[config.mk]
export PLATFORM = sky130hd
export DESIGN_NAME = dmem_mmio_timer_flat
export DESIGN_NICKNAME = d
export VERILOG_FILES = /design/src/rtl/dmem_mmio_pkg.sv /design/src/rtl/dmem_mmio_timer_if.sv /design/src/rtl/mmio_prescaler.sv /design/src/rtl/dmem_mmio_timer.sv /design/src/flat_wrapper.sv
export SDC_FILE = /design/constraint.sdc
export NUM_CORES = 1
export LEC_CHECK = 0
export BUFFER_PORTS_ARGS = -buffer_cell sky130_fd_sc_hd__buf_2
export CAP_MARGIN = 20
export CORE_MARGIN = 5
export CORE_UTILIZATION = 52
export CTS_CLUSTER_SIZE = 24
export DETAILED_ROUTE_END_ITERATION = 10
export GPL_TIMING_DRIVEN = 0
export PLACE_DENSITY = 0.76
export SETUP_SLACK_MARGIN = 0.2
export SLEW_MARGIN = 0
export SYNTH_ARGS = -nofsm -noshare
export SYNTH_HDL_FRONTEND = slang
export SYNTH_HIERARCHICAL = 1
export SYNTH_SLANG_ARGS = --single-unit
export TNS_END_PERCENT = 1
[constraint.sdc]
create_clock -name clock -period 2.29 [get_ports clock]
set_clock_uncertainty 0.05 [all_clocks]
set_input_delay 0.1145 -clock clock [delete_from_list [all_inputs] [get_ports clock]]
set_output_delay 0.1145 -clock clock [all_outputs]
set_load 0.01 [all_outputs]
[src/rtl/dmem_mmio_pkg.sv]
// dmem_mmio_pkg: register map shared by the timer, the top-level read mux and
// software test headers. Offsets are word offsets within the 8-word block.
package dmem_mmio_pkg;

  localparam int unsigned ADDR_W   = 12;
  localparam int unsigned DATA_W   = 32;
  localparam int unsigned OFF_W    = 3;
  localparam int unsigned PCNT_W   = 16;
  localparam int unsigned CTRL_W   = 3;
  localparam int unsigned STATUS_W = 3;

  // Low address bits that select a register inside the block
  localparam logic [ADDR_W-1:0] OFF_MASK = ADDR_W'((1 << OFF_W) - 1);

  typedef enum logic [OFF_W-1:0] {
    OFF_CTRL    = 3'd0,
    OFF_COUNT   = 3'd1,
    OFF_COMPARE = 3'd2,
    OFF_STATUS  = 3'd3,
    OFF_CAPTURE = 3'd4
  } reg_off_e;

  // CTRL bit indices
  localparam int unsigned CTRL_EN         = 0;
  localparam int unsigned CTRL_AUTORELOAD = 1;
  localparam int unsigned CTRL_IRQ_EN     = 2;

  // STATUS bit indices (all sticky, write-1-to-clear)
  localparam int unsigned STATUS_MATCH    = 0;
  localparam int unsigned STATUS_OVERFLOW = 1;
  localparam int unsigned STATUS_CAPTURE  = 2;

  // True when addr falls in the 8-word block starting at base
  function automatic logic addr_hit(input logic [ADDR_W-1:0] addr,
                                    input logic [ADDR_W-1:0] base);
    return (addr & ~OFF_MASK) == (base & ~OFF_MASK);
  endfunction

endpackage

[src/rtl/dmem_mmio_timer_if.sv]
// dmem_mmio_timer_if: processor data-memory port as seen by an MMIO responder.
//   address (12b word address), data (32b write data), wren -> responder
//   q (32b registered read data), hit (q valid for a decoded access) <- responder
interface dmem_mmio_timer_if;
  import dmem_mmio_pkg::*;

  logic [ADDR_W-1:0] address;
  logic [DATA_W-1:0] data;
  logic              wren;
  logic [DATA_W-1:0] q;
  logic              hit;

  modport master (output address, data, wren, input q, hit);
  modport slave  (input address, data, wren, output q, hit);

endinterface

[src/rtl/mmio_prescaler.sv]
// mmio_prescaler: divides the clock into count ticks, one every PRESCALE cycles
// while enabled.
//   clock, reset : clock and synchronous active-high reset
//   en_i         : CTRL.en as currently registered
//   clr_i        : a CTRL write clearing en is landing this edge
//   tick_c       : combinational tick, high on the last cycle of each period
module mmio_prescaler
  import dmem_mmio_pkg::*;
#(
  parameter int unsigned PRESCALE = 4
) (
  input  logic clock,
  input  logic reset,
  input  logic en_i,
  input  logic clr_i,
  output logic tick_c
);

  localparam logic [PCNT_W-1:0] PCNT_MAX = PCNT_W'(PRESCALE - 1);

  logic [PCNT_W-1:0] pcnt_q, pcnt_d;

  assign tick_c = en_i && (pcnt_q == PCNT_MAX);

  // Held at zero while disabled so re-enabling always starts a full period
  always_comb begin
    pcnt_d = pcnt_q;
    if (!en_i || clr_i || tick_c) begin
      pcnt_d = '0;
    end else begin
      pcnt_d = pcnt_q + PCNT_W'(1);
    end
  end

  always_ff @(posedge clock) begin
    if (reset) begin
      pcnt_q <= '0;
    end else begin
      pcnt_q <= pcnt_d;
    end
  end

endmodule

[src/rtl/dmem_mmio_timer.sv]
// dmem_mmio_timer: memory-mapped prescaled 32-bit timer on the dmem bus.
//   clock, reset : clock and synchronous active-high reset
//   capture_in   : async capture strobe (only with DMEM_MMIO_TIMER_CAPTURE_EN)
//   bus          : dmem responder port (address/data/wren in, q/hit out)
//   irq          : level interrupt, STATUS.match && CTRL.irq_en
// Registers: 0 CTRL, 1 COUNT, 2 COMPARE, 3 STATUS, 4 CAPTURE (optional).
// Define DMEM_MMIO_TIMER_CAPTURE_EN to build the input-capture feature.
module dmem_mmio_timer
  import dmem_mmio_pkg::*;
#(
  parameter logic [ADDR_W-1:0] BASE_ADDR = 12'hFF0,
  parameter int unsigned       PRESCALE  = 4
) (
  input  logic                  clock,
  input  logic                  reset,
`ifdef DMEM_MMIO_TIMER_CAPTURE_EN
  input  logic                  capture_in,
`endif
  dmem_mmio_timer_if.slave      bus,
  output logic                  irq
);

  logic [OFF_W-1:0]    offset;
  logic                sel;
  logic                wr_en, wr_ctrl, wr_count, wr_compare, wr_status;
  logic                tick;

  logic [CTRL_W-1:0]   ctrl_q, ctrl_d;
  logic [DATA_W-1:0]   count_q, count_d;
  logic [DATA_W-1:0]   compare_q, compare_d;
  logic [STATUS_W-1:0] status_q, status_d;
  logic [STATUS_W-1:0] status_set, status_clr;
  logic [DATA_W-1:0]   q_q, q_d;
  logic                hit_q, hit_d;
  logic [DATA_W-1:0]   rd_val;
  logic                set_match, set_ovf;

  // Address decode
  assign sel        = addr_hit(bus.address, BASE_ADDR);
  assign offset     = bus.address[OFF_W-1:0];
  assign wr_en      = sel && bus.wren;
  assign wr_ctrl    = wr_en && (offset == OFF_CTRL);
  assign wr_count   = wr_en && (offset == OFF_COUNT);
  assign wr_compare = wr_en && (offset == OFF_COMPARE);
  assign wr_status  = wr_en && (offset == OFF_STATUS);

  mmio_prescaler #(
    .PRESCALE (PRESCALE)
  ) u_prescaler (
    .clock  (clock),
    .reset  (reset),
    .en_i   (ctrl_q[CTRL_EN]),
    .clr_i  (wr_ctrl && !bus.data[CTRL_EN]),
    .tick_c (tick)
  );

`ifdef DMEM_MMIO_TIMER_CAPTURE_EN
  logic              cap_meta_q, cap_sync_q, cap_prev_q;
  logic              cap_edge;
  logic [DATA_W-1:0] capture_q, capture_d;

  // Rising edge after the 2-flop synchronizer; latches the pre-update COUNT
  assign cap_edge  = cap_sync_q && !cap_prev_q;
  assign capture_d = cap_edge ? count_q : capture_q;

  always_ff @(posedge clock) begin
    if (reset) begin
      cap_meta_q <= 1'b0;
      cap_sync_q <= 1'b0;
      cap_prev_q <= 1'b0;
      capture_q  <= '0;
    end else begin
      cap_meta_q <= capture_in;
      cap_sync_q <= cap_meta_q;
      cap_prev_q <= cap_sync_q;
      capture_q  <= capture_d;
    end
  end
`endif

  // COUNT update: a software write overrides the tick and suppresses flags
  always_comb begin
    count_d   = count_q;
    set_match = 1'b0;
    set_ovf   = 1'b0;
    if (wr_count) begin
      count_d = bus.data;
    end else if (tick) begin
      set_match = (count_q == compare_q);
      if (set_match && ctrl_q[CTRL_AUTORELOAD]) begin
        count_d = '0;
      end else begin
        count_d = count_q + DATA_W'(1);
        set_ovf = (count_q == '1);
      end
    end
  end

  // Sticky flags: hardware set wins over a coincident W1C
  always_comb begin
    status_set                  = '0;
    status_set[STATUS_MATCH]    = set_match;
    status_set[STATUS_OVERFLOW] = set_ovf;
`ifdef DMEM_MMIO_TIMER_CAPTURE_EN
    status_set[STATUS_CAPTURE]  = cap_edge;
`else
    status_set[STATUS_CAPTURE]  = 1'b0;
`endif
    status_clr = wr_status ? bus.data[STATUS_W-1:0] : '0;
    status_d   = (status_q & ~status_clr) | status_set;
  end

  // Remaining register writes
  always_comb begin
    ctrl_d    = wr_ctrl    ? bus.data[CTRL_W-1:0] : ctrl_q;
    compare_d = wr_compare ? bus.data             : compare_q;
  end

  // Read mux sees pre-edge register values
  always_comb begin
    rd_val = '0;
    case (offset)
      OFF_CTRL:    rd_val = DATA_W'(ctrl_q);
      OFF_COUNT:   rd_val = count_q;
      OFF_COMPARE: rd_val = compare_q;
      OFF_STATUS:  rd_val = DATA_W'(status_q);
`ifdef DMEM_MMIO_TIMER_CAPTURE_EN
      OFF_CAPTURE: rd_val = capture_q;
`else
      OFF_CAPTURE: rd_val = '0;
`endif
      default:     rd_val = '0;
    endcase
    q_d   = sel ? rd_val : '0;
    hit_d = sel;
  end

  always_ff @(posedge clock) begin
    if (reset) begin
      ctrl_q    <= '0;
      count_q   <= '0;
      compare_q <= '0;
      status_q  <= '0;
      q_q       <= '0;
      hit_q     <= 1'b0;
    end else begin
      ctrl_q    <= ctrl_d;
      count_q   <= count_d;
      compare_q <= compare_d;
      status_q  <= status_d;
      q_q       <= q_d;
      hit_q     <= hit_d;
    end
  end

  assign bus.q   = q_q;
  assign bus.hit = hit_q;
  assign irq     = status_q[STATUS_MATCH] && ctrl_q[CTRL_IRQ_EN];

endmodule

[src/flat_wrapper.sv]
// flat-port wrapper written by rule: the top's interface ports become plain ports
module dmem_mmio_timer_flat import dmem_mmio_pkg::*;
#(
  parameter logic [ADDR_W-1:0] BASE_ADDR = 12'hFF0,
  parameter int unsigned       PRESCALE  = 4
)
  (clock, reset, irq, bus_address, bus_data, bus_wren, bus_q, bus_hit);
  dmem_mmio_timer_if bus_i ();
  input  logic clock;
  input  logic reset;
  output logic irq;
  input wire logic [$bits(bus_i.address)-1:0] bus_address;
  input wire logic [$bits(bus_i.data)-1:0] bus_data;
  input wire logic [$bits(bus_i.wren)-1:0] bus_wren;
  output wire logic [$bits(bus_i.q)-1:0] bus_q;
  output wire logic [$bits(bus_i.hit)-1:0] bus_hit;
  assign bus_i.address = bus_address;
  assign bus_i.data = bus_data;
  assign bus_i.wren = bus_wren;
  assign bus_q = bus_i.q;
  assign bus_hit = bus_i.hit;
  dmem_mmio_timer #(.BASE_ADDR(BASE_ADDR), .PRESCALE(PRESCALE)) u_core (.clock(clock), .reset(reset), .bus(bus_i), .irq(irq));
endmodule
==> flow_metrics.py, run 1 <==
metrics = {
    "global_routing": {
        "antenna_found_initial": 0,
        "grt_pass1_vias": 5603,
        "track_usage": 0.2680,
        "grt_max_degree": 17,
        "grt-ovfl-total": 0,
        "grt_first_pass_wirelength_mm": 28.03,
    },
    "synthesis": {
        "ys_top_cells_by_area": "dfxtp_1 (41%), xor2_1 (7.5%), a21oi_1 (6.0%)",
        "synth_cells": 692,
        "yosysSeqAreaShare": 0.4106,
        "synth.avg_cell_area_um2": 8.384,
        "synthDistinctLibCells": 55,
        "ys.flop_type": "dfxtp_1",
        "async_flop_share": 0,
        "syn-num-nets": 741,
        "ys_ff_latch": 119,
        "yosysTopAreaCell": "dfxtp_1",
        "synth_edf_count": 0,
        "ys_warn_count": 6,
        "synth_top_area_share": 0.4106,
        "synthesis.area_um2": 5802,
    },
    "run_status": {
        "status": "finished clean",
    },
    "finish": {
        "multi_input_area_um2": 3411,
        "ff_latch_area_um2": 2399,
        "drive_gt1_frac": 0.2593,
        "layout_common_cells": "dfxtp_1 (110), buf_2 (94), nand2_1 (86), a21oi_1 (70), nor2_1 (68)",
        "antenna_cells": 0,
        "fill_cells": 843,
        "fin_util": 0.7173,
        "nNetsFinal": 896,
        "syn2layout_area_growth_pct": 34.61,
        "final_common_cell": "dfxtp_1",
    },
    "critical_path": {
        "path_cells": "xor2_1 -> nor4_1 -> nand4_1 -> nor3_2 -> or4b_4 -> buf_8 -> clkbuf_16 -> o22ai_2",
        "max_stage_delay_ps": 550,
        "worst_setup_path_start_kind": "flip-flop",
        "worstSetupEndpointType": "flip-flop",
        "worstPathMaxFanout": 6,
        "ff2ff_setup_slack_ps": 80,
        "critical_path.slowest_cell": "or4b_4",
        "critPathRequiredTime_ps": 2680,
        "path_class": "flip-flop to flip-flop",
        "worstReg2RegEnd": "u_core/count_q[28]",
        "arrival_ps": 2590,
        "ff2ff_path_depth": 8,
        "r2r-start": "u_core/count_q[6]",
    },
    "worst_hold_path": {
        "min_to": "u_core/count_q[0]",
        "whs_path_depth": 4,
        "hold_path_class": "input port to flip-flop",
        "hold_start": "bus_address[3]",
    },
    "power_and_ir_drop": {
        "ir_drop_mv": 0.5727,
        "p_sw_mw": 0.9743,
        "pwr-share-seq": 0.457,
        "powerDensity_nw_per_um2": 579.9,
        "intPower_mw": 3.555,
        "swShare": 0.2151,
        "p_leak_nw": 3.044,
        "pwr-share-comb": 0.038,
        "pwr-share-clk": 0.505,
    },
    "route": {
        "ant_nets": 0,
        "route.detailed.drc": 0,
        "vias_per_cell": 5.883,
        "routedWlPerCell_um": 18.68,
        "drt_iter0_markers": 665,
        "first_pass_iters": 5,
        "dr_total_vias": 5859,
        "totalWireLength_mm": 18.60,
    },
    "clocking": {
        "cts_buffers": 17,
        "cts_tree": "built",
        "cts_buffer_depth": 2,
        "cts-root-buf": "clkbuf_8",
        "htree_levels": 4,
        "clock_sinks": 119,
        "worstSkewPairLatency_ps": 520,
        "clk_pin_slew_ps": 60,
    },
    "timing": {
        "rsz0062_at_grt": "yes",
        "hold_ws_ps": 47.82,
        "maxSlewViolCount": 0,
        "fmax_mhz": 453.4,
        "timing.slew.headroom": 0.3915,
        "fin_crit_sh": 0.9632,
        "report.final.hold_viol_count": 0,
        "layout_min_cycle_time_ps": 2206,
        "setup_ws_ps": 84.35,
        "setup_viol": 0,
        "tns_ps": 0,
        "worst_slew_pin_slew_ps": 912.8,
    },
    "floorplanning": {
        "die_h_um": 115.6,
        "core_um2": 10890,
        "num_io_pins": 81,
        "initial_core_util": 0.5329,
        "dieArea_um2": 13370,
        "std_cell_rows": 38,
        "die_width_um": 115.6,
    },
    "place": {
        "port_buffers": 79,
        "place_hpwl_mm": 11.82,
        "dp_slack_ps": -149.1,
        "gp_congestion": 0.9339,
    },
    "run": {
        "drv_cap": 0,
    },
}
-- kinds of logic after synthesis --
kind of cell             count (synthesis)  synth area share
AND/OR/NAND/NOR                        295            0.2728
AO/OA/AOI/OAI                          129            0.1354
flip-flops                             119            0.4106
XOR/XNOR                                76            0.1147
buffers and inverters                   66           0.04917
multiplexers                             5           0.01294
adder cells (fa/ha/maj)                  2          0.004312
-- critical path, delay by kind of cell (launching register included) --
kind            cells  cell delay, ps
simple gates        4             920
flops               1             450
buf+inv             2             320
xor+xnor            1             300
compound gates      1              90
-- Yosys cell counts, drive strengths merged (2+ instances only) --
master  instances
nor2           74
or4             2
or3            10
nor3           14
a22oi          29
o22ai          14
mux2i           3
o31a            9
nand2          87
ha              2
clkbuf         36
and2            2
mux4            2
xor2           50
inv            10
or3b            2
a21oi          70
nor4           19
xnor2          26
a31oi           2
and3            4
and4            3
nand2b          3
nand3          23
nand3b          2
dfxtp         119
buf            20
nor4b           2
nand4          13
nor2b           2
nor3b          29
-- metal layers --
layer / global-route usage / vias up / part of all wire
li1: - / 2704 / -
met4: 0.1214 / 0 / 0.026
met2: 0.4425 / 333 / 0.49
met5: 0 / - / 0
met1: 0.3407 / 2772 / 0.41
met3: 0.05222 / 50 / 0.074
-- how the worst max path moves through the flow --
stage	end	slack (ps)	start
final	u_core/count_q[28]	80	u_core/count_q[6]
after detailed placement	u_core/count_q[28]	-150	u_core/u_prescaler/pcnt_q[0]
after floorplan	u_core/count_q[26]	240	u_core/u_prescaler/pcnt_q[0]
after CTS	u_core/count_q[9]	50	u_core/count_q[25]
after global routing	u_core/count_q[24]	20	u_core/count_q[7]
after global placement	u_core/count_q[16]	-90	u_core/u_prescaler/pcnt_q[0]
-- metrics by stage --
stage | power [mW] | std cells | cell area (um^2)
after global placement | 2.234 | 911 | 6382
after floorplan | 2.158 | 692 | 5812
after global routing | 4.648 | 996 | 7810
after CTS | 4.523 | 979 | 7326
final | 4.529 | 996 | 7810
after detailed placement | 2.236 | 911 | 6382
-- cell type report --
cell class,count,share of cell area
Sequential cell,119,0.3071
Inverter,10,0.004806
Multi-Input combinational cell,507,0.4367
Buffer,56,0.04085
Clock buffer,23,0.06104
Tap cell,140,0.02243
Clock inverter,5,0.003204
Timing Repair Buffer,136,0.1238
-- power by group through the flow --
stage | Sequential, mW | Clock, mW | Combinational (mW)
6_report | 2.07 | 2.29 | 0.173
5_1_grt | 2.07 | 2.40 | 0.183
4_1_cts | 2.07 | 2.29 | 0.165
3_5_place_dp | 2.12 | 0 | 0.120
3_3_place_gp | 2.12 | 0 | 0.118
2_1_floorplan | 2.12 | 0 | 0.0419
-- state kept, by name, indices dropped and copies added, names as in the netlist --
| signal | flops |
|---|---|
| u_core/bus.q | 32 |
| u_core/compare_q | 32 |
| u_core/bus.hit | 1 |
| u_core/count_q | 32 |
| u_core/u_prescaler/pcnt_q | 16 |
| u_core/status_q | 3 |
| u_core/ctrl_q | 3 |
-- timing repair --
action                     CTS  global route
hold buffers                34             0
hold endpoints to repair    77             0
gates cloned                 0             2
pin swaps                    2            18
setup endpoints to repair   33            50
setup buffers                6            15
gates resized for setup     14            78
No activity file was read; power rests on OpenSTA's default activity.
==> inputs of run 2 (changes only) <==
--- a/config.mk
+++ b/config.mk
@@ -13,6 +13,7 @@
 export DETAILED_ROUTE_END_ITERATION = 10
 export GPL_TIMING_DRIVEN = 0
 export PLACE_DENSITY = 0.76
+export REMOVE_ABC_BUFFERS = 1
 export SETUP_SLACK_MARGIN = 0.2
 export SLEW_MARGIN = 0
 export SYNTH_ARGS = -nofsm -noshare
==> constraint.sdc (replaced) <==
create_clock -name clock -period 2.29 [get_ports clock]
set_clock_uncertainty 0.05 [all_clocks]
set_input_delay 0 -clock clock [delete_from_list [all_inputs] [get_ports clock]]
set_output_delay 0 -clock clock [all_outputs]
set_load 0.01 [all_outputs]
==> run 2 against run 1 <==
  * Critical path depth down 1
  * Count of clock-buffer cells in the layout down 5
  * Total power up 8.0%
  * Core utilization down 0.88 points
  * Critical path type unchanged
  * Worst hold slack worse by 29 ps
==> flow_metrics.py, run 2 (synthesis results as in run 1) <==
metrics = {
    "route": {
        "totalWireLength_mm": 18.19,
        "route.detailed.drc": 0,
        "wl_met2_mm": 8.883,
        "wl_met1_mm": 6.782,
        "first_pass_iters": 6,
        "drt_iter0_markers": 582,
        "dr_total_vias": 5807,
        "dr_wl_met3_mm": 1.694,
        "vias_per_cell": 6.049,
        "top_layer": "met4",
        "routedWlPerCell_um": 18.94,
        "ant_nets": 0,
    },
    "floorplanning": {
        "core_um2": 10890,
        "std_cell_rows": 38,
        "initial_core_util": 0.5329,
        "die_width_um": 115.6,
        "die_h_um": 115.6,
        "num_io_pins": 81,
        "dieArea_um2": 13370,
    },
    "timing": {
        "fin_crit_sh": 0.9563,
        "layout_min_cycle_time_ps": 2190,
        "setup_ws_ps": 100.1,
        "worst_slew_pin_slew_ps": 978.5,
        "rsz0062_at_grt": "yes",
        "fmax_mhz": 456.7,
        "maxSlewViolCount": 0,
        "timing.slew.headroom": 0.3428,
        "report.final.hold_viol_count": 0,
        "setup_viol": 0,
        "tns_ps": 0,
    },
    "finish": {
        "drive_gt1_frac": 0.2439,
        "ff_latch_area_um2": 2406,
        "final_area_um2": 7714,
        "multi_input_area_um2": 3319,
        "fill_cells": 732,
        "syn2layout_area_growth_pct": 32.95,
        "layout_common_cells": "dfxtp_1 (104), nand2_1 (86), buf_2 (80), nor2_1 (71), a21oi_1 (69)",
        "antenna_cells": 0,
        "final_common_cell": "dfxtp_1",
        "nNetsFinal": 856,
    },
    "worst_hold_path": {
        "hold_path_class": "input port to flip-flop",
    },
    "critical_path": {
        "arrival_ps": 2600,
        "worstSetupEndpointType": "flip-flop",
        "path_class": "flip-flop to flip-flop",
        "critPathRequiredTime_ps": 2700,
        "worstSetupEndpoint": "u_core/status_q[1]",
        "ff2ff_path_depth": 7,
        "r2r-start": "u_core/u_prescaler/pcnt_q[3]",
        "ff2ff_setup_slack_ps": 100,
        "worstPathMaxFanout": 7,
        "worstReg2RegEnd": "u_core/status_q[1]",
        "worst_setup_path_start_kind": "flip-flop",
        "startpoint": "u_core/u_prescaler/pcnt_q[3]",
    },
    "place": {
        "place_area_um2": 6374,
        "gp_congestion": 0.8832,
        "place_hpwl_mm": 10.92,
        "port_buffers": 80,
        "dp_slack_ps": -751.4,
    },
    "power_and_ir_drop": {
        "powerDensity_nw_per_um2": 634.4,
        "ir_drop_mv": 0.4369,
        "power_mw": 4.894,
        "p_leak_nw": 3.002,
    },
    "clocking": {
        "htree_levels": 4,
        "cts-root-buf": "clkbuf_8",
        "clk_pin_slew_ps": 60,
        "cts_buffer_depth": 2,
        "cts_tree": "built",
        "worstSkewPairLatency_ps": 530,
        "clock_sinks": 119,
        "cts_buffers": 17,
    },
    "run": {
        "drv_cap": 0,
    },
    "global_routing": {
        "grt-ovfl-total": 0,
        "track_usage": 0.2746,
        "grt_first_pass_wirelength_mm": 28.87,
        "grt_max_degree": 39,
        "antenna_found_initial": 0,
        "grt_pass1_vias": 5784,
    },
    "run_status": {
        "status": "finished clean",
    },
}
==> run 2: cell types whose count changed in the layout (fill, tap and decap cells not counted), moves of 7 or more <==
| cell | delta |
|---|---|
| o22ai_1 | +9 |
| buf_2 | -14 |
| xor2_1 | +7 |
| clkbuf_1 | -30 |
| o22ai_2 | -8 |
==> run 2: worst min-delay path by stage <==
| stage | from | to | slack (ps) | depth (start not counted) |
|---|---|---|---|---|
| after floorplan | reset | u_core/compare_q[0] | 20 | 1 |
| after global placement | bus_data[2] | u_core/status_q[2] | 190 | 2 |
| after detailed placement | bus_data[2] | u_core/status_q[2] | 210 | 2 |
| after CTS | bus_address[10] | u_core/count_q[0] | 3 | 4 |
| after global routing | bus_address[2] | u_core/bus.q[7] | 40 | 4 |
| final | bus_address[2] | u_core/bus.q[4] | 20 | 4 |
==> run 2: cell type report <==
| cell class | instances | area share |
|---|---|---|
| timing repair buffer | 151 | 0.1538 |
| multi-input combinational | 508 | 0.4303 |
| clock buffer | 18 | 0.05547 |
| tap | 140 | 0.02271 |
| sequential | 119 | 0.3119 |
| clock inverter | 14 | 0.02044 |
| inverter | 10 | 0.005353 |
==> run 2: layer usage <==
layer  track usage  up-vias
li1              -     2642
met1        0.3186     2701
met2        0.4633      374
met3       0.06527       90
met4        0.1593        0
met5             0        -
==> run 2: critical path: stages (launching register included) <==
cell and delay, ps:
dfxtp_1 370, nor4b_1 340, nand4_1 250, clkinvlp_4 170, clkbuf_16 160, nand2_8 70
or4_4 570, a21oi_2 130
==> run 2: power breakdown <==
part	switching [mW]	total (mW)	leakage, nW	internal (mW)
Combinational	0.0916	0.180	1.75	0.0887
Clock	0.973	2.64	0.290	1.67
Sequential	0.000195	2.07	0.966	2.07
Total	1.06	4.89	3.00	3.83
==> run 2: what timing repair did <==
action / 4_1_cts / 5_1_grt
cloned: 2 / 0
hold buffers: 40 / 0
endpoints found under the setup margin: 34 / 34
hold endpoints to repair: 80 / 0
resized for setup: 20 / 25
setup buffers: 11 / 6
pin swaps: 5 / 8
==> run 2: per-stage QoR <==
| stage | instances | util | hold slack [ps] |
|---|---|---|---|
| 2_1_floorplan | 636 | - | 19.07 |
| 3_3_place_gp | 856 | 0.5630 | 191.9 |
| 3_5_place_dp | 869 | 0.5854 | 210.7 |
| 4_1_cts | 954 | 0.6977 | 3.184 |
| 5_1_grt | 960 | 0.7085 | 35.19 |
| 6_report | 960 | 0.7085 | 18.81 |
==> inputs of run 3 (changes only) <==
--- a/config.mk
+++ b/config.mk
@@ -5,14 +5,15 @@
 export SDC_FILE = /design/constraint.sdc
 export NUM_CORES = 1
 export LEC_CHECK = 0
+export ABC_AREA = 1
 export BUFFER_PORTS_ARGS = -buffer_cell sky130_fd_sc_hd__buf_2
 export CAP_MARGIN = 20
 export CORE_MARGIN = 5
-export CORE_UTILIZATION = 52
+export CORE_UTILIZATION = 53
 export CTS_CLUSTER_SIZE = 24
 export DETAILED_ROUTE_END_ITERATION = 10
 export GPL_TIMING_DRIVEN = 0
-export PLACE_DENSITY = 0.76
+export PLACE_DENSITY = 0.77
 export REMOVE_ABC_BUFFERS = 1
 export SETUP_SLACK_MARGIN = 0.2
 export SLEW_MARGIN = 0
==> run 3 against run 2 <==
  * Count of clock-buffer cells in the layout increased by 4
  * Register-to-register slack improved by 170 ps
  * Sequential cell count unchanged
  * Critical path depth increased by 1
  * Sequential share of layout area decreased by 1.7 points
  * Sequential power about the same
  * Wire length decreased by 3.4%
  * Area after synthesis increased by 13%
  * Maximum frequency increased by 8.5%
  * Combinational power decreased by 6%
==> flow_metrics.py, run 3 <==
metrics = {
    "synthesis": {
        "synth_top_area_share": 0.3627,
        "synthAdderAreaFrac": 0.003810,
        "synth_edf_count": 0,
        "synth_compound_area_frac": 0.1440,
        "ys_ff_latch": 119,
        "synthDistinctLibCells": 42,
        "synthesis.area_um2": 6569,
        "synth_top_family_by_area": "simple AND/OR/NAND/NOR gates",
        "post_synth_most_frequent_cells": "nand2_1 (217), dfxtp_1 (119), inv_1 (115), a21oi_1 (101), nand3_1 (70)",
        "synth.avg_cell_area_um2": 6.828,
        "synth_cells": 962,
        "yosysSeqAreaShare": 0.3627,
        "yosysTopAreaCell": "dfxtp_1",
        "synth_simple_gate_area_frac": 0.3105,
        "ys_warn_count": 6,
        "ys_top_cells_by_area": "dfxtp_1 (36%), nand2_1 (12%), a21oi_1 (7.7%)",
        "ys.flop_type": "dfxtp_1",
        "async_flop_share": 0,
        "synth-xor-area-share": 0.06133,
        "synth_mux_area_frac": 0,
        "post-synth-top-count-cell": "nand2_1",
    },
    "critical_path": {
        "path_delay_family": "simple AND/OR/NAND/NOR gates",
        "ff2ff_setup_slack_ps": 270,
        "worstSetupEndpointType": "flip-flop",
        "max_stage_delay_ps": 520,
        "worstReg2RegEnd": "u_core/count_q[24]",
        "path_cells": "xnor2_1 -> nand2_1 -> nor2_1 -> nand2_1 -> nor2_4 -> nand3_4 -> nand4_1 -> a21oi_1",
        "worst_setup_path_start_kind": "flip-flop",
        "critical_path.slowest_cell": "dfxtp_1",
        "critPathRequiredTime_ps": 2500,
        "path_common_cell": "nand2_1",
        "critical_path_buf_inv_count": 0,
        "r2r-start": "u_core/count_q[27]",
        "arrival_ps": 2230,
        "ff2ff_path_depth": 8,
        "path_class": "flip-flop to flip-flop",
        "worstPathMaxFanout": 9,
    },
    "finish": {
        "layout_common_cells": "nand2_1 (217), dfxtp_1 (119), inv_1 (114), a21oi_1 (101), buf_2 (80)",
        "fin_cells": 1228,
        "syn2layout_area_growth_pct": 23.14,
        "final_common_cell": "nand2_1",
        "antenna_cells": 0,
        "drive_gt1_frac": 0.1679,
        "fill_cells": 1025,
        "nNetsFinal": 1097,
    },
    "global_routing": {
        "grt_max_degree": 65,
        "track_usage": 0.2380,
        "grt_pass1_vias": 5730,
        "grt_first_pass_wirelength_mm": 28.10,
        "grt-ovfl-total": 0,
        "antenna_found_initial": 0,
    },
    "place": {
        "placed_cells": 1153,
        "gp_congestion": 0.9032,
        "port_buffers": 80,
        "place_hpwl_mm": 11.07,
    },
    "route": {
        "route.detailed.drc": 0,
        "totalWireLength_mm": 17.57,
        "drt_iter0_markers": 538,
        "ant_nets": 0,
        "vias_per_cell": 5.243,
        "dr_total_vias": 6439,
        "first_pass_iters": 5,
        "routedWlPerCell_um": 14.31,
    },
    "floorplanning": {
        "die_h_um": 121.3,
        "core_um2": 12060,
        "std_cell_rows": 40,
        "initial_core_util": 0.5446,
        "num_io_pins": 81,
        "die_width_um": 121.3,
        "dieArea_um2": 14720,
    },
    "worst_hold_path": {
        "hold_path_class": "input port to flip-flop",
        "hold_start": "bus_address[1]",
        "whs_path_depth": 6,
        "min_to": "u_core/bus.q[0]",
    },
    "power_and_ir_drop": {
        "p_leak_nw": 3.161,
        "ir_drop_mv": 0.6121,
        "powerDensity_nw_per_um2": 636.8,
    },
    "clocking": {
        "cts_buffer_depth": 2,
        "clock_sinks": 119,
        "htree_levels": 4,
        "clk_pin_slew_ps": 60,
        "worstSkewPairLatency_ps": 420,
        "cts_buffers": 17,
        "cts_tree": "built",
        "cts-root-buf": "clkbuf_16",
    },
    "run": {
        "drv_cap": 0,
    },
    "timing": {
        "worst_slew_pin_slew_ps": 1042,
        "maxSlewViolCount": 0,
        "fmax_mhz": 495.4,
        "layout_min_cycle_time_ps": 2019,
        "setup_viol": 0,
        "fin_crit_sh": 0.8815,
        "rsz0062_at_grt": "yes",
        "timing.slew.headroom": 0.3043,
        "hold_ws_ps": 23.57,
        "report.final.hold_viol_count": 0,
    },
    "run_status": {
        "status": "finished clean",
    },
}
-- run 3: changes by cell type in the layout (fill, tap and decap cells not counted), moves of 12 or more --
cell	before	now
xor2_1	50	20
nor2_4	0	12
nand3_1	18	70
o22ai_1	14	0
dfxtp_2	13	0
nand2_1	86	217
a22oi_1	29	2
a21oi_1	69	101
buf_4	16	4
dfxtp_1	104	119
nor3b_1	27	0
inv_1	9	114
o21ai_0	1	36
o21ai_1	0	35
-- run 3: worst max-delay path by stage --
stage	startpoint	end	slack, ps	cells past startpoint
final	u_core/count_q[27]	u_core/count_q[24]	270	8
after global routing	u_core/u_prescaler/pcnt_q[0]	u_core/count_q[16]	190	10
after CTS	u_core/u_prescaler/pcnt_q[0]	u_core/count_q[9]	200	10
after detailed placement	u_core/u_prescaler/pcnt_q[0]	u_core/status_q[1]	-560	9
after global placement	bus_address[2]	u_core/compare_q[30]	-1760	6
after floorplan	bus_address[2]	u_core/compare_q[0]	-300	5
-- run 3: layout make-up --
type,count,area [um^2],share of cell area
Sequential cell,119,2382,0.2945
Clock buffer,22,464.2,0.05739
Clock inverter,9,172.7,0.02135
Multi-Input combinational cell,662,3507,0.4336
Timing Repair Buffer,124,878.3,0.1086
Inverter,124,474.2,0.05862
Tap cell,168,210.2,0.02599
-- run 3: per-stage QoR --
stage | setup TNS (ps) | setup slack, ps | utilization | power (mW) | cell area [um^2]
floorplan | -9350 | -295.8 | - | 2.160 | 6261
finish | 0 | 271.5 | 0.6706 | 5.151 | 8089
global placement | -68000 | -1764 | 0.5697 | 2.231 | 6872
global route | 0 | 185.8 | 0.6706 | 5.285 | 8089
CTS | 0 | 200.6 | 0.6651 | 5.185 | 8023
detailed placement | -14460 | -556.3 | 0.5754 | 2.236 | 6940
-- run 3: logic make-up (layout without fill, tap and decap cells) --
family / count (synthesis) / count (layout)
buffers and inverters: 184 / 279
AO/OA/AOI/OAI: 182 / 183
adder cells (fa/ha/maj): 2 / 2
flip-flops: 119 / 119
XOR/XNOR: 46 / 46
AND/OR/NAND/NOR: 429 / 431
-- run 3: worst min-delay path, stage by stage --
cell,delay [ps]
buf_2,100
nor2_1,50
nand2_1,90
inv_1,70
nand2_1,60
a31oi_1,70
-- run 3: timing repair --
action	in CTS	in global routing
gates cloned	2	1
endpoints found under the hold margin	84	0
pin swaps	1	2
endpoints found under the setup margin	34	34
hold buffers	35	0
gates resized for setup	7	5
setup buffers	4	2
-- run 3: power by group --
group | total [mW] | internal (mW) | switching [mW] | leakage (nW)
combinational | 0.169 | 0.0782 | 0.0904 | 1.89
clock | 2.91 | 1.97 | 0.936 | 0.310
sequential | 2.07 | 2.07 | 0.000245 | 0.958
total | 5.15 | 4.12 | 1.03 | 3.16
-- run 3: per-layer routing --
layer / global-route usage / up-vias / wire length [um]
li1: - / 3254 / -
met1: 0.3082 / 2898 / 7616
met2: 0.3786 / 257 / 8107
met3: 0.08112 / 30 / 1563
met4: 0.06373 / 0 / 284
met5: 0 / - / 0
